$ cat src/rtl/safe_pkg.sv
// Shared constants and types for the safe's combination controller.
package safe_pkg;

  // Number of combination entries (at most 4, addressed by a 2-bit index).
  localparam int NDIG = 3;

  // Power-up combination; entry i lives in bits [8i+7:8i] as {tens, units}.
  localparam logic [8*NDIG-1:0] DEF_CODE = 24'h15_42_07;

  // Consecutive failed attempts that trigger a lockout.
  localparam int MAX_FAIL = 3;

  // Lockout length and programming inactivity timeout, in 1 ms clock cycles.
  localparam int LOCKOUT_MS  = 10000;
  localparam int PROG_TMO_MS = 15000;

  // One timer serves both waits, so it is sized for the longer of the two.
  localparam int TMR_W = $clog2((LOCKOUT_MS > PROG_TMO_MS) ? LOCKOUT_MS : PROG_TMO_MS);

  typedef enum logic [1:0] {
    ST_IDLE    = 2'd0,
    ST_PROG    = 2'd1,
    ST_COMMIT  = 2'd2,
    ST_LOCKOUT = 2'd3
  } state_e;

  // True when the nibble holds a legal decimal digit.
  function automatic logic is_bcd(input logic [3:0] nib);
    return (nib <= 4'd9);
  endfunction

endpackage

$ cat src/rtl/ms_downcounter.sv
// Loadable down-counter that stops at zero; flags zero combinationally.
module ms_downcounter
  import safe_pkg::*;
#(
  parameter int W = TMR_W
) (
  input  logic         clk,
  input  logic         rst,
  input  logic         load,
  input  logic [W-1:0] load_val,
  input  logic         en,
  output logic         zero
);

  logic [W-1:0] cnt_q;
  logic [W-1:0] cnt_d;

  // Load wins over counting; counting holds once zero is reached.
  always_comb begin
    cnt_d = cnt_q;
    if (load) begin
      cnt_d = load_val;
    end else if (en && (cnt_q != '0)) begin
      cnt_d = cnt_q - W'(1);
    end
  end

  // Count register.
  always_ff @(posedge clk) begin
    if (rst) begin
      cnt_q <= '0;
    end else begin
      cnt_q <= cnt_d;
    end
  end

  assign zero = (cnt_q == '0);

endmodule

$ cat src/rtl/combo_code_ctrl.sv
// Reference combination store, dial programming and failed-attempt lockout.
//
//   state      | meaning
//   -----------+-----------------------------------------------------------
//   ST_IDLE    | normal operation; counts failures, waits for a prog press
//   ST_PROG    | capturing new entries from the dial, inactivity timer runs
//   ST_COMMIT  | one cycle: shadow copied into the live code, done pulse
//   ST_LOCKOUT | too many failures; dial ignored until the timer runs out
module combo_code_ctrl
  import safe_pkg::*;
(
  input  logic       clk,
  input  logic       rst,
  input  logic       prog,
  input  logic       safe_open,
  input  logic       dirch,
  input  logic [3:0] bcd0,
  input  logic [3:0] bcd1,
  input  logic [1:0] sel,
  input  logic       attempt_ok,
  input  logic       attempt_fail,
  output logic [7:0] ref_bcd,
  output logic       prog_active,
  output logic [1:0] prog_idx,
  output logic       prog_done,
  output logic       locked_out,
  output logic [1:0] fail_cnt
);

  localparam logic [1:0]       FAIL_LIM  = 2'(MAX_FAIL);
  localparam logic [1:0]       LAST_IDX  = 2'(NDIG - 1);
  localparam logic [TMR_W-1:0] TMO_LOAD  = TMR_W'(PROG_TMO_MS - 1);
  localparam logic [TMR_W-1:0] LOCK_LOAD = TMR_W'(LOCKOUT_MS - 1);

  state_e           state_q, state_d;
  logic             prog_dly_q, prog_dly_d;
  logic [7:0]       code_q   [NDIG];
  logic [7:0]       code_d   [NDIG];
  logic [7:0]       shadow_q [NDIG];
  logic [7:0]       shadow_d [NDIG];
  logic [1:0]       prog_idx_q, prog_idx_d;
  logic [1:0]       fail_cnt_q, fail_cnt_d;

  logic             prog_edge;
  logic             dial_is_bcd;
  logic             tmr_load;
  logic [TMR_W-1:0] tmr_val;
  logic             tmr_en;
  logic             tmr_zero;

  assign prog_edge   = prog & ~prog_dly_q;
  assign dial_is_bcd = is_bcd(bcd0) && is_bcd(bcd1);

  // Programming timeout and lockout never overlap, so they share one timer.
  assign tmr_en = (state_q == ST_PROG) || (state_q == ST_LOCKOUT);

  ms_downcounter #(.W(TMR_W)) u_tmr (
    .clk      (clk),
    .rst      (rst),
    .load     (tmr_load),
    .load_val (tmr_val),
    .en       (tmr_en),
    .zero     (tmr_zero)
  );

  // Comparator lookup; entries beyond NDIG read as zero.
  always_comb begin
    ref_bcd = 8'h00;
    for (int i = 0; i < NDIG; i++) begin
      if (int'(sel) == i) begin
        ref_bcd = code_q[i];
      end
    end
  end

  // Next-state, failure counting, capture and timer control.
  always_comb begin
    state_d    = state_q;
    prog_dly_d = prog;
    code_d     = code_q;
    shadow_d   = shadow_q;
    prog_idx_d = prog_idx_q;
    fail_cnt_d = fail_cnt_q;
    tmr_load   = 1'b0;
    tmr_val    = TMO_LOAD;

    case (state_q)
      ST_IDLE: begin
        // A simultaneous ok and fail is scored as a fail.
        if (attempt_fail) begin
          if (fail_cnt_q >= FAIL_LIM - 2'd1) begin
            fail_cnt_d = FAIL_LIM;
            state_d    = ST_LOCKOUT;
            tmr_load   = 1'b1;
            tmr_val    = LOCK_LOAD;
          end else begin
            fail_cnt_d = fail_cnt_q + 2'd1;
          end
        end else if (attempt_ok) begin
          fail_cnt_d = '0;
        end
        // Entering lockout takes priority over a programming request.
        if ((state_d == ST_IDLE) && prog_edge && safe_open) begin
          state_d    = ST_PROG;
          prog_idx_d = '0;
          tmr_load   = 1'b1;
          tmr_val    = TMO_LOAD;
        end
      end

      ST_PROG: begin
        if (!safe_open || prog_edge || (dirch && !dial_is_bcd)) begin
          state_d    = ST_IDLE;
          prog_idx_d = '0;
        end else if (dirch) begin
          for (int i = 0; i < NDIG; i++) begin
            if (int'(prog_idx_q) == i) begin
              shadow_d[i] = {bcd1, bcd0};
            end
          end
          prog_idx_d = prog_idx_q + 2'd1;
          tmr_load   = 1'b1;
          tmr_val    = TMO_LOAD;
          if (prog_idx_q == LAST_IDX) begin
            state_d = ST_COMMIT;
          end
        end else if (tmr_zero) begin
          state_d    = ST_IDLE;
          prog_idx_d = '0;
        end
      end

      ST_COMMIT: begin
        code_d     = shadow_q;
        fail_cnt_d = '0;
        prog_idx_d = '0;
        state_d    = ST_IDLE;
      end

      ST_LOCKOUT: begin
        if (tmr_zero) begin
          state_d    = ST_IDLE;
          fail_cnt_d = '0;
        end
      end

      default: begin
        state_d = ST_IDLE;
      end
    endcase
  end

  // State, code and shadow registers; the code is volatile across reset.
  always_ff @(posedge clk) begin
    if (rst) begin
      state_q    <= ST_IDLE;
      prog_dly_q <= 1'b0;
      prog_idx_q <= '0;
      fail_cnt_q <= '0;
      for (int i = 0; i < NDIG; i++) begin
        code_q[i]   <= DEF_CODE[8*i +: 8];
        shadow_q[i] <= '0;
      end
    end else begin
      state_q    <= state_d;
      prog_dly_q <= prog_dly_d;
      prog_idx_q <= prog_idx_d;
      fail_cnt_q <= fail_cnt_d;
      code_q     <= code_d;
      shadow_q   <= shadow_d;
    end
  end

  assign prog_active = (state_q == ST_PROG) || (state_q == ST_COMMIT);
  assign prog_done   = (state_q == ST_COMMIT);
  assign locked_out  = (state_q == ST_LOCKOUT);
  assign prog_idx    = prog_idx_q;
  assign fail_cnt    = fail_cnt_q;

endmodule

$ cat config.mk
export PLATFORM = sky130hd
export DESIGN_NAME = combo_code_ctrl
export DESIGN_NICKNAME = d
export VERILOG_FILES = /design/src/rtl/safe_pkg.sv /design/src/rtl/ms_downcounter.sv /design/src/rtl/combo_code_ctrl.sv
export SDC_FILE = /design/constraint.sdc
export NUM_CORES = 1
export LEC_CHECK = 0
export ABC_AREA = 1
export BUFFER_PORTS_ARGS = -buffer_cell sky130_fd_sc_hd__buf_2
export CAP_MARGIN = 20
export CORE_UTILIZATION = 51
export DETAILED_ROUTE_END_ITERATION = 6
export HOLD_SLACK_MARGIN = 0.1
export PLACE_DENSITY = 0.7
export SYNTH_ARGS = -nofsm -noshare
export SYNTH_HDL_FRONTEND = slang
export SYNTH_SLANG_ARGS = --single-unit
export TNS_END_PERCENT = 100
$ cat constraint.sdc
create_clock -name clk -period 2.7 [get_ports clk]
set_input_delay 0.405 -clock clk [delete_from_list [all_inputs] [get_ports clk]]
set_output_delay 0.405 -clock clk [all_outputs]
set_load 0.02 [all_outputs]
Word level (Yosys, flattened, before mapping)
Index checks and enable logic that the tools add are counted.
{"block": "word_totals", "ff_bits": 69, "in_bits": 17, "out_inout_bits": 15, "wordCells": 91}
{"block": "classes", "addsub": 3, "order_cmp": 3, "eq_ne": 13, "mux": 33, "bitwise": 3, "reduce_logical": 25}
{"op": "2-to-1 mux 14 bit", "count": 4}
{"op": "2-to-1 mux 2 bit", "count": 15}
{"op": "2-to-1 mux 13 bit", "count": 2}
{"op": "2-to-1 mux 8 bit", "count": 3}
{"op": "equality test 2 bit (second input constant)", "count": 7}
{"op": "zero test 14 bit", "count": 1}
{"op": "nonzero test 14 bit", "count": 1}
{"op": "subtractor 14 x 1 -> 14 bit (second input constant)", "count": 1}
{"op": "one-hot mux 2 bit (3 select lines)", "count": 2}
{"op": "AND reduction 4 bit", "count": 3}
{"op": "less-or-equal comparator 4 bit (second input constant)", "count": 2}
{"op": "zero test 2 bit", "count": 4}
{"op": "inequality test 4 bit (second input constant)", "count": 2}
{"op": "one-hot mux 2 bit (4 select lines)", "count": 1}
{"op": "AND reduction 3 bit", "count": 2}
{"op": "nonzero test 3 bit", "count": 2}
{"op": "logical AND 1 bit", "count": 5}
{"op": "2-to-1 mux 1 bit", "count": 5}
{"op": "adder 2 x 1 -> 2 bit (second input constant)", "count": 2}
{"op": "logical OR 1 bit", "count": 4}
{"op": "inequality test 3 bit (second input constant)", "count": 1}
{"op": "equality test 2 x 1 -> 1 bit (second input constant)", "count": 1}
{"op": "greater-or-equal comparator 2 bit (second input constant)", "count": 1}
{"op": "zero test 1 bit", "count": 2}
{"op": "other kinds (6)", "count": 7}

Logic depth before layout (Yosys ltp)
{"block": "logic_depth", "depth_word": 10, "ltp_mapped": 13, "ltp_nobuf": 12}

Cells and area by module
From an unflattened synthesis, not the netlist that was laid out.
{"block": "hier_totals", "cells_unflattened": 511, "hier_area_um2": 3455.8}
{"mod": "combo_code_ctrl", "instances": 1, "cells_per_inst": 334, "area_each_um2": 2424.8, "seq_area_each_um2": 1101.1}
{"mod": "ms_downcounter", "instances": 1, "cells_per_inst": 177, "area_each_um2": 1031.0, "seq_area_each_um2": 280.3}

Least setup slack after synthesis
No wires, ideal clock.
{"block": "synth_path", "path_type": "reg-to-reg", "startpoint": "reg state_q[1]", "endpoint": "reg shadow_q[21] (netlist bit)", "arrival_time_ns": 1.500, "t_required_ns": 2.584, "slack_ns": 1.084, "stages_incl_launch_ff": 11, "path_buffers": 1, "synth_period_minus_slack_ns": 1.616, "path_cell_list": "dfxtp_1 > inv_1 > ha_1 > nand2_1 > a21oi_2 > nand3_2 > nor2_8 > nand2_4 > buf_6 > o21ai_1 > a21oi_1"}
{"block": "synth_between", "elab_chain_len": 2}
{"item": "from (decl)", "line_no": "combo_code_ctrl.sv:35", "rtl": "state_e state_q, state_d;"}
{"item": "from (signal assigned)", "line_no": "combo_code_ctrl.sv:165", "rtl": "state_q <= state_d;"}
{"item": "equality test 2 x 1 -> 1 bit", "line_no": "combo_code_ctrl.sv:87", "rtl": "case (state_q)"}
{"item": "AND reduction 4 bit (no line)"}
{"item": "to (signal assigned)", "line_no": "combo_code_ctrl.sv:170", "rtl": "shadow_q <= shadow_d;"}
{"item": "to (decl)", "line_no": "combo_code_ctrl.sv:39", "rtl": "logic [7:0] shadow_q [NDIG];"}
Every way passes these cells.
A chain may end at the register's enable or synchronous reset.

Final worst setup path
{"block": "layout_path", "startpoint": "reg state_q[1]", "endpoint": "reg shadow_q[7] (netlist bit)"}
The elaborated chain is that of the path after synthesis.

==> flow_metrics.tcl <==
set metrics [dict create \
    kind_of_end_point_of_the_critical_path "flop" \
    first_pass_grt_wire_length_um 13500 \
    num_vias 3114 \
    timing.max_cap.violations 0 \
    power.switching_fraction_pct 33.9 \
    criticalPathCategory "reg2reg" \
    place_congestion 0.846 \
    place.detailed.instances 582 \
    synthesis.area_per_instance_um2 6.89 \
    drt_first_pass_iters 4 \
    grt_overflow 0 \
    clock_sinks 69 \
    synth-warning-count 0 \
    run_status "completed" \
    max-slew-margin-rel_pct 53.6 \
    clock_tree.buffer_depth 2 \
    clock_tree.htree_level_count 3 \
    grt_pass1_vias 2905 \
    syn-num-nets 516 \
    setup_violations 0 \
    post_cts_buffers 0 \
    critPathArrivalTime_ps 2170 \
    routed_wl_um 7740 \
    post-route-period-util_pct 72.1 \
    cts_tree "done" \
    pin_count_of_the_biggest_net_entering_global_routing 48 \
    wl_per_cell_um 12.9 \
    syn-instance-count 489 \
    grt_use_total_pct 24.1 \
    fraction_of_final_layout_cells_with_drive_strength_greater_than_1_pct 11.9 \
    dp.final_hpwl_um 5450 \
    hold_path_class "in2reg" \
    cp.required_ps 2920 \
    p_total_w 0.00271 \
    worst-path-max-fanout 19 \
    final_nets 543 \
    die_w_um 83.3 \
    synth.ff_latch_count 69 \
    avgViaCountPerCell 5.21 \
    power_report.internal_total_w 0.00179 \
    root_buffer "sky130_fd_sc_hd__clkbuf_8" \
    fp-row-count 29 \
    clock_latency_ps 340 \
    fmax_ghz 0.513 \
    startpoint_type "flop" \
    ys_async_sr_fraction_pct 0 \
    synthDistinctLibCells 29 \
    post_route_setup_tns_ps 0 \
    worst_slew_pin_slew_ps 695 \
    skew_ps 8.03 \
    yosysSeqAreaShare_pct 41.0 \
    die_area_mm2 0.00693 \
    areaGrowthSynthToFinish_pct 10.8 \
    post_cts.resized_instances 0 \
    post_cts_hold_buffer_count 0 \
    total_switching_power_w 0.000918 \
    route.antenna.remaining_nets 0 \
    share_comb_of_total_power_pct 26.7 \
    timing.reg2reg.setup_slack_ps 750 \
    die_h_um 83.3 \
    whs_endpoint "prog_dly_q" \
    timing.hold.worst_path_depth 3 \
    pwr-share-seq_pct 42.8 \
    synth-edff-count 0 \
    grt_setup_unrepaired "false" \
    pin_count 32 \
    io_buffer_count 31 \
    finalMaxSlewViolations 0 \
    syn-cell-area_mm2 0.00337 \
    count_of_routing_violations_after_the_opening_detailed_route_iteration 178 \
    power-per-cell-area_mw_per_mm2 726 \
    start_util_pct 53.0 \
    clk_transition_reported_paths_ps 70 \
    clkPwrFrac_pct 30.5 \
    placeableCoreArea_mm2 0.00635 \
    route.detailed.drc 0 \
    cellLeakagePower_nw 1.77 \
    hold_path_startpoint "prog" \
    rr_worst_depth 9 \
    maximum_vdd_drop_mv 0.405 \
    timing.rr.start "state_q[1]" \
    worst_r2r_dst "shadow_q[7]" \
    cts_buffers 9 \
    final.min_clock_period_ps 1950 \
    final_cells 598 \
    synth-main-ff-cell "sky130_fd_sc_hd__dfxtp_1" \
    diodes 0 \
    antenna_found_initial 0 \
    hold_viol_final 0 \
    fillerInstances 599 \
]
worst max-delay path by stage:
stage               start           end  slack, ps  cells past startpoint
6_report       state_q[1]   shadow_q[7]        750                      9
5_1_grt        state_q[1]  shadow_q[13]        560                      9
4_1_cts        state_q[1]  shadow_q[13]        780                      9
3_5_place_dp   state_q[1]  shadow_q[13]        790                      9
3_3_place_gp   state_q[1]  shadow_q[13]        810                      9
2_1_floorplan  state_q[1]  shadow_q[21]       1080                     10
power by group through the flow:
| stage | Clock (W) | Sequential [W] | Combinational (W) |
|---|---|---|---|
| final | 0.000827 | 0.00116 | 0.000724 |
| after global routing | 0.000895 | 0.00117 | 0.000826 |
| after CTS | 0.000848 | 0.00116 | 0.000723 |
| after detailed placement | 0 | 0.00118 | 0.000719 |
| after global placement | 0 | 0.00118 | 0.000711 |
| after floorplan | 0 | 0.00117 | 0.000564 |
state kept, by name, indices dropped and copies added (netlist names):
signal / flops
code_q: 24
u_tmr.cnt_q: 14
shadow_q: 24
prog_idx: 2
fail_cnt: 2
state_q: 2
prog_dly_q: 1
kinds of logic after synthesis:
family,Yosys count,share of synthesized area (%)
AOI/OAI and AO/OA,94,14.6
DFF,69,41.0
buffers and inverters,65,8.17
and+or+nand+nor,249,31.9
adders and majority gates,10,3.71
xor gates and xnor gates,2,0.520
routing by layer:
| metal | share of wire [%] | up-vias | track usage [%] |
|---|---|---|---|
| met3 | 3.8 | 7 | 5.86 |
| met5 | 0 | - | 0 |
| met1 | 47 | 1412 | 29.6 |
| met4 | 0.93 | 0 | 7.68 |
| li1 | - | 1638 | - |
| met2 | 48 | 57 | 41.4 |
cell type report:
| class | count | area, um^2 | area share [%] |
|---|---|---|---|
| inverter | 48 | 180 | 4.83 |
| multi-input combinational | 355 | 1710 | 45.9 |
| sequential | 69 | 1380 | 37.0 |
| timing repair buffer | 33 | 170 | 4.56 |
| clock buffer | 12 | 145 | 3.89 |
| tap | 77 | 96.3 | 2.58 |
| clock inverter | 4 | 47.5 | 1.27 |
metrics by stage:
stage | worst slack, ps | cell area (um^2) | hold WS [ps] | utilization, %
floorplan | 1080 | 3370 | 429 | -
global placement | 807 | 3540 | 442 | 55.7
detailed placement | 793 | 3540 | 446 | 55.7
CTS | 778 | 3730 | 284 | 58.8
global route | 562 | 3730 | 319 | 58.8
finish | 752 | 3730 | 306 | 58.8
cells in the mapped netlist (5+ instances only):
cell type,number,area (um^2)
sky130_fd_sc_hd__nor2_1,66,248
sky130_fd_sc_hd__clkbuf_1,12,45.0
sky130_fd_sc_hd__ha_1,10,125
sky130_fd_sc_hd__nand3_1,42,210
sky130_fd_sc_hd__o21ai_1,7,35.0
sky130_fd_sc_hd__dfxtp_1,69,1380
sky130_fd_sc_hd__nand2_1,118,443
sky130_fd_sc_hd__inv_1,47,176
sky130_fd_sc_hd__nand2_2,5,31.3
sky130_fd_sc_hd__o21ai_0,35,175
sky130_fd_sc_hd__nand4_1,6,37.5
sky130_fd_sc_hd__a21oi_1,43,215
cells in the final DEF, fill, tap and decap left out, types with 2 or more instances in the layout:
cell                       count
sky130_fd_sc_hd__nand2_2       5
sky130_fd_sc_hd__clkbuf_8     10
sky130_fd_sc_hd__inv_1        47
sky130_fd_sc_hd__nand3_1      42
sky130_fd_sc_hd__ha_1         10
sky130_fd_sc_hd__nor3_1        4
sky130_fd_sc_hd__o21ai_0      35
sky130_fd_sc_hd__clkinv_2      2
sky130_fd_sc_hd__o211ai_1      4
sky130_fd_sc_hd__nand4_1       6
sky130_fd_sc_hd__buf_4         2
sky130_fd_sc_hd__nor2_1       66
sky130_fd_sc_hd__nand2_1     118
sky130_fd_sc_hd__a31oi_1       2
sky130_fd_sc_hd__nand3_2       2
sky130_fd_sc_hd__nand2_4       2
sky130_fd_sc_hd__clkbuf_1      2
sky130_fd_sc_hd__a21oi_1      43
sky130_fd_sc_hd__buf_2        31
sky130_fd_sc_hd__dfxtp_1      69
sky130_fd_sc_hd__o21ai_1       7
critical path, cell delays in order, from the launching register on:
cell	delay [ps]
sky130_fd_sc_hd__dfxtp_1	350
sky130_fd_sc_hd__inv_1	140
sky130_fd_sc_hd__ha_1	180
sky130_fd_sc_hd__nand2_1	70
sky130_fd_sc_hd__a21oi_2	160
sky130_fd_sc_hd__nand3_2	150
sky130_fd_sc_hd__nor2_8	310
sky130_fd_sc_hd__nand2_2	210
sky130_fd_sc_hd__o21ai_0	200
sky130_fd_sc_hd__a21oi_1	60
(Power assumes the default switching activity.)
